<file path="config.mk">
export PLATFORM = sky130hd
export DESIGN_NAME = decode_lifo_ctrl
export DESIGN_NICKNAME = d
export VERILOG_FILES = /design/src/rtl/viterbi_pkg.sv /design/src/rtl/lifo_bit_bank.sv /design/src/rtl/decode_lifo_ctrl.sv
export SDC_FILE = /design/constraint.sdc
export NUM_CORES = 1
export LEC_CHECK = 0
export CAP_MARGIN = 0
export CORE_AREA = 4 4 84 86
export DETAILED_ROUTE_END_ITERATION = 16
export DIE_AREA = 0 0 88 90
export DONT_BUFFER_PORTS = 1
export GPL_TIMING_DRIVEN = 0
export PLACE_DENSITY = 0.65
export REMOVE_ABC_BUFFERS = 1
export SLEW_MARGIN = 20
export SYNTH_ARGS = -nofsm -noshare
export SYNTH_HDL_FRONTEND = slang
export SYNTH_SLANG_ARGS = --single-unit
</file>
<file path="constraint.sdc">
create_clock -name clk -period 7.7 [get_ports clk]
set_input_delay 0.77 -clock clk [delete_from_list [all_inputs] [get_ports clk]]
set_output_delay 0.77 -clock clk [all_outputs]
set_load 0.01 [all_outputs]
</file>
<file path="src/rtl/viterbi_pkg.sv">
// Shared constants for the Viterbi traceback back end.
// Block length and start-up skip count match the survivor path memory depth.
package viterbi_pkg;
    localparam int VIT_BLK_LEN     = 21;
    localparam int VIT_SKIP_BLOCKS = 3;
    localparam int VIT_CNT_W       = $clog2(VIT_BLK_LEN + 1);
endpackage

</file>
<file path="src/rtl/lifo_bit_bank.sv">
// One block of LIFO storage: BLK_LEN single-bit registers, one write port
// and one combinational read port. Out-of-range indices write nothing, read 0.
module lifo_bit_bank
    import viterbi_pkg::*;
#(
    parameter int BLK_LEN = VIT_BLK_LEN,
    parameter int CNT_W   = VIT_CNT_W
) (
    input  logic             clk,
    input  logic             reset,
    input  logic             i_we,
    input  logic [CNT_W-1:0] i_wr_idx,
    input  logic             i_wr_bit,
    input  logic [CNT_W-1:0] i_rd_idx,
    output logic             o_rd_bit
);
    localparam logic [CNT_W-1:0] LEN_C = CNT_W'(BLK_LEN);

    logic [BLK_LEN-1:0] r_bits;

    always_ff @(posedge clk or posedge reset) begin
        if (reset) begin
            r_bits <= '0;
        end else if (i_we && (i_wr_idx < LEN_C)) begin
            r_bits[i_wr_idx] <= i_wr_bit;
        end
    end

    assign o_rd_bit = (i_rd_idx < LEN_C) ? r_bits[i_rd_idx] : 1'b0;
endmodule

</file>
<file path="src/rtl/decode_lifo_ctrl.sv">
// Ping-pong LIFO that turns the traceback's reverse-order bit stream into
// forward order; one bank fills while the other drains over valid/ready.
module decode_lifo_ctrl
    import viterbi_pkg::*;
#(
    parameter int BLK_LEN     = VIT_BLK_LEN,
    parameter int SKIP_BLOCKS = VIT_SKIP_BLOCKS,
    parameter int CNT_W       = $clog2(BLK_LEN + 1)
) (
    input  logic clk,
    input  logic reset,
    input  logic in_en,
    input  logic rev_bit,
    input  logic stack_toggle,
    input  logic out_ready,
    input  logic flag_clr,
    output logic out_bit,
    output logic out_valid,
    output logic out_last,
    output logic overflow,
    output logic len_err
);
    localparam int SKIP_W = (SKIP_BLOCKS > 0) ? $clog2(SKIP_BLOCKS + 1) : 1;
    localparam logic [CNT_W-1:0]  LEN_C  = CNT_W'(BLK_LEN);
    localparam logic [SKIP_W-1:0] SKIP_C = SKIP_W'(SKIP_BLOCKS);

    logic              r_tog_d;
    logic              r_armed;
    logic              r_wr_bank;
    logic [CNT_W-1:0]  r_wr_cnt;
    logic [SKIP_W-1:0] r_skip_cnt;
    logic              r_rd_bank;
    logic [CNT_W-1:0]  r_rd_idx;
    logic              r_rd_pend;
    logic              r_overflow;
    logic              r_len_err;

    logic              w_swap;
    logic              w_skip;
    logic              w_handover;
    logic              w_pop;
    logic              w_final_pop;
    logic              w_full;
    logic              w_len_set;
    logic              w_ovf_set;
    logic              w_wr_en;
    logic              w_wr_bank;
    logic [CNT_W-1:0]  w_wr_idx;
    logic [1:0]        w_we;
    logic [1:0]        w_rd_bit;

    // The arm flag masks the first cycle so a reset taken mid-stream with
    // stack_toggle high does not look like a block boundary.
    assign w_swap      = r_armed & (stack_toggle ^ r_tog_d);
    assign w_skip      = (r_skip_cnt < SKIP_C);
    assign w_handover  = w_swap & ~w_skip;
    assign w_pop       = r_rd_pend & out_ready;
    assign w_final_pop = w_pop & (r_rd_idx == '0);
    assign w_full      = (r_wr_cnt == LEN_C);
    assign w_len_set   = (in_en & ~w_swap & w_full) | (w_swap & ~w_full);
    assign w_ovf_set   = w_handover & r_rd_pend & ~w_final_pop;

    // A bit arriving with the toggle is index 0 of the block in the other bank.
    assign w_wr_en   = in_en & (w_swap | ~w_full);
    assign w_wr_bank = w_swap ? ~r_wr_bank : r_wr_bank;
    assign w_wr_idx  = w_swap ? '0 : r_wr_cnt;
    assign w_we[0]   = w_wr_en & ~w_wr_bank;
    assign w_we[1]   = w_wr_en & w_wr_bank;

    for (genvar g = 0; g < 2; g++) begin : g_bank
        lifo_bit_bank #(.BLK_LEN(BLK_LEN), .CNT_W(CNT_W)) u_bank (
            .clk      (clk),
            .reset    (reset),
            .i_we     (w_we[g]),
            .i_wr_idx (w_wr_idx),
            .i_wr_bit (rev_bit),
            .i_rd_idx (r_rd_idx),
            .o_rd_bit (w_rd_bit[g])
        );
    end

    always_ff @(posedge clk or posedge reset) begin
        if (reset) begin
            r_tog_d    <= 1'b0;
            r_armed    <= 1'b0;
            r_wr_bank  <= 1'b0;
            r_wr_cnt   <= '0;
            r_skip_cnt <= '0;
            r_rd_bank  <= 1'b0;
            r_rd_idx   <= '0;
            r_rd_pend  <= 1'b0;
            r_overflow <= 1'b0;
            r_len_err  <= 1'b0;
        end else begin
            r_tog_d <= stack_toggle;
            r_armed <= 1'b1;

            if (w_swap) begin
                r_wr_bank <= ~r_wr_bank;
                r_wr_cnt  <= CNT_W'(in_en);
                if (w_skip) begin
                    r_skip_cnt <= r_skip_cnt + SKIP_W'(1);
                end
            end else if (in_en && !w_full) begin
                r_wr_cnt <= r_wr_cnt + CNT_W'(1);
            end

            // A new block always replaces whatever is still draining.
            if (w_handover) begin
                r_rd_bank <= r_wr_bank;
                r_rd_idx  <= (r_wr_cnt != '0) ? (r_wr_cnt - CNT_W'(1)) : '0;
                r_rd_pend <= (r_wr_cnt != '0);
            end else if (w_pop) begin
                if (r_rd_idx == '0) begin
                    r_rd_pend <= 1'b0;
                end else begin
                    r_rd_idx <= r_rd_idx - CNT_W'(1);
                end
            end

            if (w_ovf_set) begin
                r_overflow <= 1'b1;
            end else if (flag_clr) begin
                r_overflow <= 1'b0;
            end

            if (w_len_set) begin
                r_len_err <= 1'b1;
            end else if (flag_clr) begin
                r_len_err <= 1'b0;
            end
        end
    end

    assign out_valid = r_rd_pend;
    assign out_bit   = w_rd_bit[r_rd_bank];
    assign out_last  = r_rd_pend & (r_rd_idx == '0);
    assign overflow  = r_overflow;
    assign len_err   = r_len_err;
endmodule

</file>
Word level (Yosys, flattened, before mapping)
Cells that the tools add are included.
Widths: inputs -> output; s select.

storage, ports and cells
  output and inout bits = 5
  ROM bits = 0
  bits in writable memories = 0
  word-level logic and storage cells = 88
  latch bits = 0
  register bits = 61
  memories = 0

operators by class
  add/sub/neg operators = 4
  reduce and logical (&&, ||, !) cells = 15
  div/mod/pow operators = 0
  eq/ne operators = 2
  shift-type cells = 0
  muxes and demuxes = 26
  $lt $le $gt $ge = 7
  multipliers = 0
  bitwise gates (word level) = 22

operators with widths
  operator             count
  $bwmux 21            2
  $mux 5               7
  $mux 1               14
  $and 1x1->1          13
  $lt 5x6->1 const B   2
  $bmux 1 s5           2
  $lt 5x5->1 const B   2
  $reduce_bool 2->1    5
  $sub 5x1->5 const B  2
  $not 1->1            6
  $reduce_and 2->1     3
  $add 5x1->5 const B  1
  $demux 1 s5          1
  $eq 5x5->1 const B   1
  $ge 5x1->1 const B   1
  $logic_not 5->1      1
  $reduce_bool 5->1    1
  $logic_and 1x1->1    4
  $add 2x1->2 const B  1
  $lt 1x2->1 const B   1
  $lt 2x2->1 const B   1
  $ne 2x2->1 const B   1
  $or 1x1->1           2
  $logic_not 1->1      1
  $xor 1x1->1          1

Depth between registers and ports, before layout
  depth after elaboration = 8
  mapped depth = 9
  gate-level depth less buffers = 7

Modules after synthesis
A second synthesis with hierarchy kept.

unflattened totals
  cell total of the unflattened synthesis = 336
  area, all modules = 3,443.3 um^2

modules (own cells, without submodules)
  module            times used  cells an instance  area each (um^2)  seq. area each (um^2)
  lifo_bit_bank     2           110                1,178.6           525.5
  decode_lifo_ctrl  1           116                1,086.0           475.5

Least setup slack after synthesis
Ideal clock, no wire load.

  path kind = flip-flop to flip-flop
  from = register r_wr_cnt[1]
  to = register g_bank[1].u_bank.r_bits[10]
  stages on the path, launching flop included = 10
  path slack = 5.084 ns
  data required time = 7.572 ns
  arrival = 2.489 ns
  cell sequence = dfrtp_1 > clkbuf_1 > inv_1 > ha_1 > and4b_1 > buf_2 > a211o_4 > or3_4 > nor3_2 > mux2_1

on the way
  longest elaborated chain between the ends = 6

ends and longest elaborated chain
  what                                                                   RTL line                                        text
  start, declared                                                        decode_lifo_ctrl.sv:30                          logic [CNT_W-1:0] r_wr_cnt;
  start signal, assigned                                                 decode_lifo_ctrl.sv:100                         r_wr_cnt <= CNT_W'(in_en);
  start signal, assigned                                                 decode_lifo_ctrl.sv:105                         r_wr_cnt <= r_wr_cnt + CNT_W'(1);
  $mux 5 or $eq 5x5->1 (tied branches)                                   decode_lifo_ctrl.sv:66, decode_lifo_ctrl.sv:59
  $lt 5x6->1 (not written as such), or another cell as far along         lifo_bit_bank.sv:25                             r_bits[i_wr_idx] <= i_wr_bit;
  $logic_and 1x1->1 (not written as such) or $or 1x1->1 (tied branches)  lifo_bit_bank.sv:25, decode_lifo_ctrl.sv:64
  $mux 1 (not written as such) or $and 1x1->1 (tied branches)            lifo_bit_bank.sv:25, decode_lifo_ctrl.sv:64
  $demux 1 s5 or $and 1x1->1 (tied branches)                             -
  $bwmux 21 or $logic_and 1x1->1 (tied branches)                         lifo_bit_bank.sv:25, lifo_bit_bank.sv:24
  end signal, assigned by index                                          lifo_bit_bank.sv:25
  end, declared                                                          lifo_bit_bank.sv:19                             logic [BLK_LEN-1:0] r_bits;

Several ways; a longest one is shown, not always the timed one.
A chain may end at the register's enable or synchronous reset.

Final worst setup path
  from = register r_rd_idx[0]
  to = output port out_bit

on the way
  longest elaborated chain between the ends = 5

ends and longest elaborated chain
  what                                            RTL line                 text
  start, declared                                 decode_lifo_ctrl.sv:33   logic [CNT_W-1:0] r_rd_idx;
  start signal, assigned                          decode_lifo_ctrl.sv:111  r_rd_idx <= (r_wr_cnt != '0) ? (r_wr_cnt - CNT_W'(1)) : '0;
  start signal, assigned                          decode_lifo_ctrl.sv:117  r_rd_idx <= r_rd_idx - CNT_W'(1);
  $bmux 1 s5                                      lifo_bit_bank.sv:29      assign o_rd_bit = (i_rd_idx < LEN_C) ? r_bits[i_rd_idx] : 1'b0;
  $mux 1 (not written as such)                    lifo_bit_bank.sv:29
  $mux 1                                          lifo_bit_bank.sv:29
  $mux 1 (not written as such) (*) (2 in series)  decode_lifo_ctrl.sv:136  assign out_bit = w_rd_bit[r_rd_bank];
  end, declared                                   decode_lifo_ctrl.sv:17   output logic out_bit,

Mark *: on every way between the ends. The rest lies on a longest branch, timed or not. The select of a mux whose other input is x is not followed.

==> out/summary.txt <==
ROUTE
---------------------------------------------------------------------------------
Detail Route Antenna Nets                                                       0
Violation count after the first detailed-route iteration                      155
Via count                                                                   2,305
Drt total wl                                                              7290 um
Average wire per standard cell                                            18.8 um
DR vias/cell                                                                 5.96
Drt first pass iters                                                            4
DRC violation count after routing                                               0

GRT
---------------------------------------------------------------------------------
GRT overflow                                                                    0
Wire length of the first global-routing pass                            12,300 um
Largest net degree at the start of global routing                              43
Aggregate global-route resource usage                                       20.3%
Antenna violations before repair                                                0
Via count of the first global-routing pass                                  2,285

DIE
---------------------------------------------------------------------------------
I/O pin count                                                                  12
Die height                                                                  90 um
Cell Rows                                                                      29
Die outline area                                                       7920 sq um
Effective utilization at floorplan                                          53.9%
Core area                                                              6280 sq um
Chip width                                                                  88 um

WORST SETUP PATH
---------------------------------------------------------------------------------
Number of buffer and inverter instances along the worst setup path              0
Required time worst endpoint                                              6930 ps
Critical path data arrival time                                           2730 ps
Cell with the largest stage delay on the worst path                  sky130_fd_sc_hd__dfrtp_1
Start-to-end type of the worst setup path                                 reg2out
Startpoint class of the critical path                                    register
Worst stage delay on the critical path                                     960 ps
Critical path depth in cells                                                    4
R2R cell count                                                                  6
Maximum fanout along the worst path                                            16
Cell chain of the critical path                                      mux4_2 -> nor2b_1 -> o311a_1 -> o22a_1
Crit path max-delay family                                             flip-flops
Element type at the critical path end                                 output port

TIMING
---------------------------------------------------------------------------------
Setup repair after global routing missed its margin                            no
Ratio of final minimum period to clock period                               45.5%
Worst hold slack                                                           254 ps
Worst max-slew margin expressed relative to the limit                       33.9%
Clock skew                                                                6.65 ps
Min Clock Period, post-route                                              3500 ps
Count of final hold-check violations                                            0
Final setup fails                                                               0
Transition time of the tightest slew-check pin                             991 ps
Accumulated negative setup slack                                             0 ps
Max Transition Viols Final                                                      0
Peak Freq                                                                 286 MHz

CLOCK NETWORK
---------------------------------------------------------------------------------
Count of buffers added by post-CTS timing repair for setup                      0
Clock H-tree levels                                                             3
Number of buffers added by the clock tree synthesis step                        9
CTS clock-pin slew for the worst setup and hold paths                       70 ps
CTS Root Cell                                                        sky130_fd_sc_hd__clkbuf_8
Number of hold-repair buffers added at the cts stage                            0
Number of resized instances in the post-cts repair step                         0
Worst-skew pair later-pin latency                                          340 ps
Buffer depth of the longest clock path                                          2
TritonCTS clock tree                                                         done
Sinks on Clock Net                                                             61

SYNTHESIS
---------------------------------------------------------------------------------
Portion of the post-synthesis area used by sequential elements              45.1%
Total number of yosys warnings                                                  0
Fraction of synthesis flops using an asynchronous set or reset pin           100%
Flip-flop and latch count after synthesis                                      61
Post-Syn Instances                                                            316
Post-synth top area cell                                             sky130_fd_sc_hd__dfrtp_1
Area fraction of the dominant cell type after synthesis                     45.1%
Avg Cell Area, Syn                                                     10.7 sq um
Unique masters post-synth                                                      49
Post-synth EDFFs                                                                0
Ranking of synthesized cells by area                                 sky130_fd_sc_hd__dfrtp_1, sky130_fd_sc_hd__mux2_2, sky130_fd_sc_hd__mux4_2, sky130_fd_sc_hd__mux2_1, sky130_fd_sc_hd__nand2_1
Dominant synthesized flop cell                                       sky130_fd_sc_hd__dfrtp_1
Area of the mapped netlist                                             3380 sq um

PLACEMENT
---------------------------------------------------------------------------------
Port-buffer cells                                                               0
Last weighted congestion value of the routability-driven placer             0.780
Post-detail-place hpwl                                                    4970 um
Area after DPL                                                         3420 sq um

PWR
---------------------------------------------------------------------------------
Leakage power figure                                                      1.58 nW
Switching part of the total                                                 36.1%
Net switching component of the power                                   0.000413 W
Cell internal power dissipation                                        0.000732 W
Sequential Power Share                                                      46.7%
Part of the power in the clock network                                      23.4%
Part of the total power dissipated in combinational logic                   30.0%
Pwr per Cell Area                                                     318 nW/um^2
Worst IR Drop VDD                                                      0.000222 V

FINISH
---------------------------------------------------------------------------------
Most frequent cells in the layout                                    sky130_fd_sc_hd__dfrtp_1, sky130_fd_sc_hd__nand2_1, sky130_fd_sc_hd__mux2_2, sky130_fd_sc_hd__nor2_1, sky130_fd_sc_hd__nand3_1
Commonest non-fill, non-tap cell in the layout                       sky130_fd_sc_hd__dfrtp_1
Post-route design area                                                 3610 sq um
Fill cell instance count of the final layout                                  552
Total number of nets in the final design                                      319
Relative area change from synthesis to final layout                         6.54%
Fraction of final layout cells with drive strength greater than 1           21.6%
Antenna fix cells                                                               0

RUN
---------------------------------------------------------------------------------
Max-Cap Viols                                                                   0

HOLD PATH
---------------------------------------------------------------------------------
Class of the worst hold path                                             in2async

STATUS
---------------------------------------------------------------------------------
Outcome                                                                 completed

-- cells by family (layout without fill, tap and decap cells) --
group	after synthesis	count (layout)	synth area share, %
compound gates	31	31	6.36
xor+xnor	10	10	2.59
fa+ha+maj	5	5	1.85
buf+inv	33	27	3.73
flops	61	61	45.1
mux	58	58	21.4
other cells	1	1	0.111
simple gates	117	117	18.9
-- layout make-up --
cell class	instances	area (sq um)	share of cell area [%]
clock buffers	13	179	4.96
clock inverters	1	5.00	0.139
repair buffers	1	20.0	0.555
flip-flops and latches	61	1530	42.3
well taps	77	96.3	2.67
multi-input cells	222	1730	48.0
inverters	12	47.5	1.32
-- worst paths after layout --
kind                                           start                                       to  slack (ps)
max reg2reg                  r_wr_cnt[0]$_DFFE_PP0P_  g_bank[0].u_bank.r_bits[20]$_DFFE_PP0P_        4680
max                          r_rd_idx[0]$_DFFE_PP0P_                                  out_bit        4200
min                                            reset  g_bank[0].u_bank.r_bits[14]$_DFFE_PP0P_         250
min in group clk                        stack_toggle                        r_tog_d$_DFF_PP0_         450
max in group asynchronous                      reset  g_bank[1].u_bank.r_bits[18]$_DFFE_PP0P_        6940
min reg2reg                r_skip_cnt[0]$_DFFE_PP0P_                r_skip_cnt[0]$_DFFE_PP0P_         480
-- cells in the mapped netlist, types with 3 or more instances --
| master | n |
|---|---|
| sky130_fd_sc_hd__o21ai_0 | 3 |
| sky130_fd_sc_hd__xor2_1 | 6 |
| sky130_fd_sc_hd__mux2_1 | 12 |
| sky130_fd_sc_hd__nand3_1 | 16 |
| sky130_fd_sc_hd__xnor2_1 | 4 |
| sky130_fd_sc_hd__mux2i_1 | 7 |
| sky130_fd_sc_hd__nor3_2 | 6 |
| sky130_fd_sc_hd__o22ai_1 | 3 |
| sky130_fd_sc_hd__nor2_1 | 20 |
| sky130_fd_sc_hd__clkbuf_1 | 17 |
| sky130_fd_sc_hd__nor2b_1 | 4 |
| sky130_fd_sc_hd__a211oi_1 | 3 |
| sky130_fd_sc_hd__inv_1 | 12 |
| sky130_fd_sc_hd__dfrtp_1 | 61 |
| sky130_fd_sc_hd__a21oi_1 | 9 |
| sky130_fd_sc_hd__nor3_1 | 9 |
| sky130_fd_sc_hd__mux2_2 | 32 |
| sky130_fd_sc_hd__mux4_2 | 7 |
| sky130_fd_sc_hd__nand4_1 | 5 |
| sky130_fd_sc_hd__and3_1 | 3 |
| sky130_fd_sc_hd__nand2_1 | 34 |
| sky130_fd_sc_hd__ha_1 | 5 |
| sky130_fd_sc_hd__nand2b_1 | 4 |
-- power by group through the flow --
stage	logic (W)	clock network [W]	registers, W
after floorplan	0.000283	0	0.000496
after global placement	0.000335	0	0.000538
after detailed placement	0.000343	0	0.000541
after CTS	0.000344	0.000273	0.000534
after global routing	0.000387	0.000287	0.000553
final	0.000343	0.000268	0.000535
-- stage by stage --
step / util [%] / total power, W / cells / setup WS (ps)
detailed placement: 54.5 / 0.000883 / 373 / 4560
CTS: 57.4 / 0.00115 / 387 / 4200
global placement: 54.2 / 0.000873 / 372 / 4580
finish: 57.4 / 0.00115 / 387 / 4200
global route: 57.4 / 0.00123 / 387 / 4060
floorplan: - / 0.000778 / 295 / 4960
-- layer usage --
layer	wire length [um]	GRT usage, %	share of wire, %
met5	0	0	0
met4	127	7.67	1.7
met3	279	3.93	3.8
met2	3420	29.4	47
met1	3460	30.0	48
-- flip-flops by register name, summed over array words and instances (netlist names) --
name	cells
r_armed	1
g_bank.u_bank.r_bits	42
r_wr_bank	1
out_valid	1
r_skip_cnt	2
r_rd_bank	1
r_tog_d	1
r_wr_cnt	5
r_rd_idx	5
overflow	1
len_err	1
-- worst reg2reg max path, cell delays in order (launching register included) --
cell                       delay (ps)
sky130_fd_sc_hd__dfrtp_1          750
sky130_fd_sc_hd__ha_1             400
sky130_fd_sc_hd__and4b_1          260
sky130_fd_sc_hd__a211oi_1         620
sky130_fd_sc_hd__nand3b_1         210
sky130_fd_sc_hd__nor4_1           290
sky130_fd_sc_hd__mux2_2           370
(Power assumes the default switching activity.)
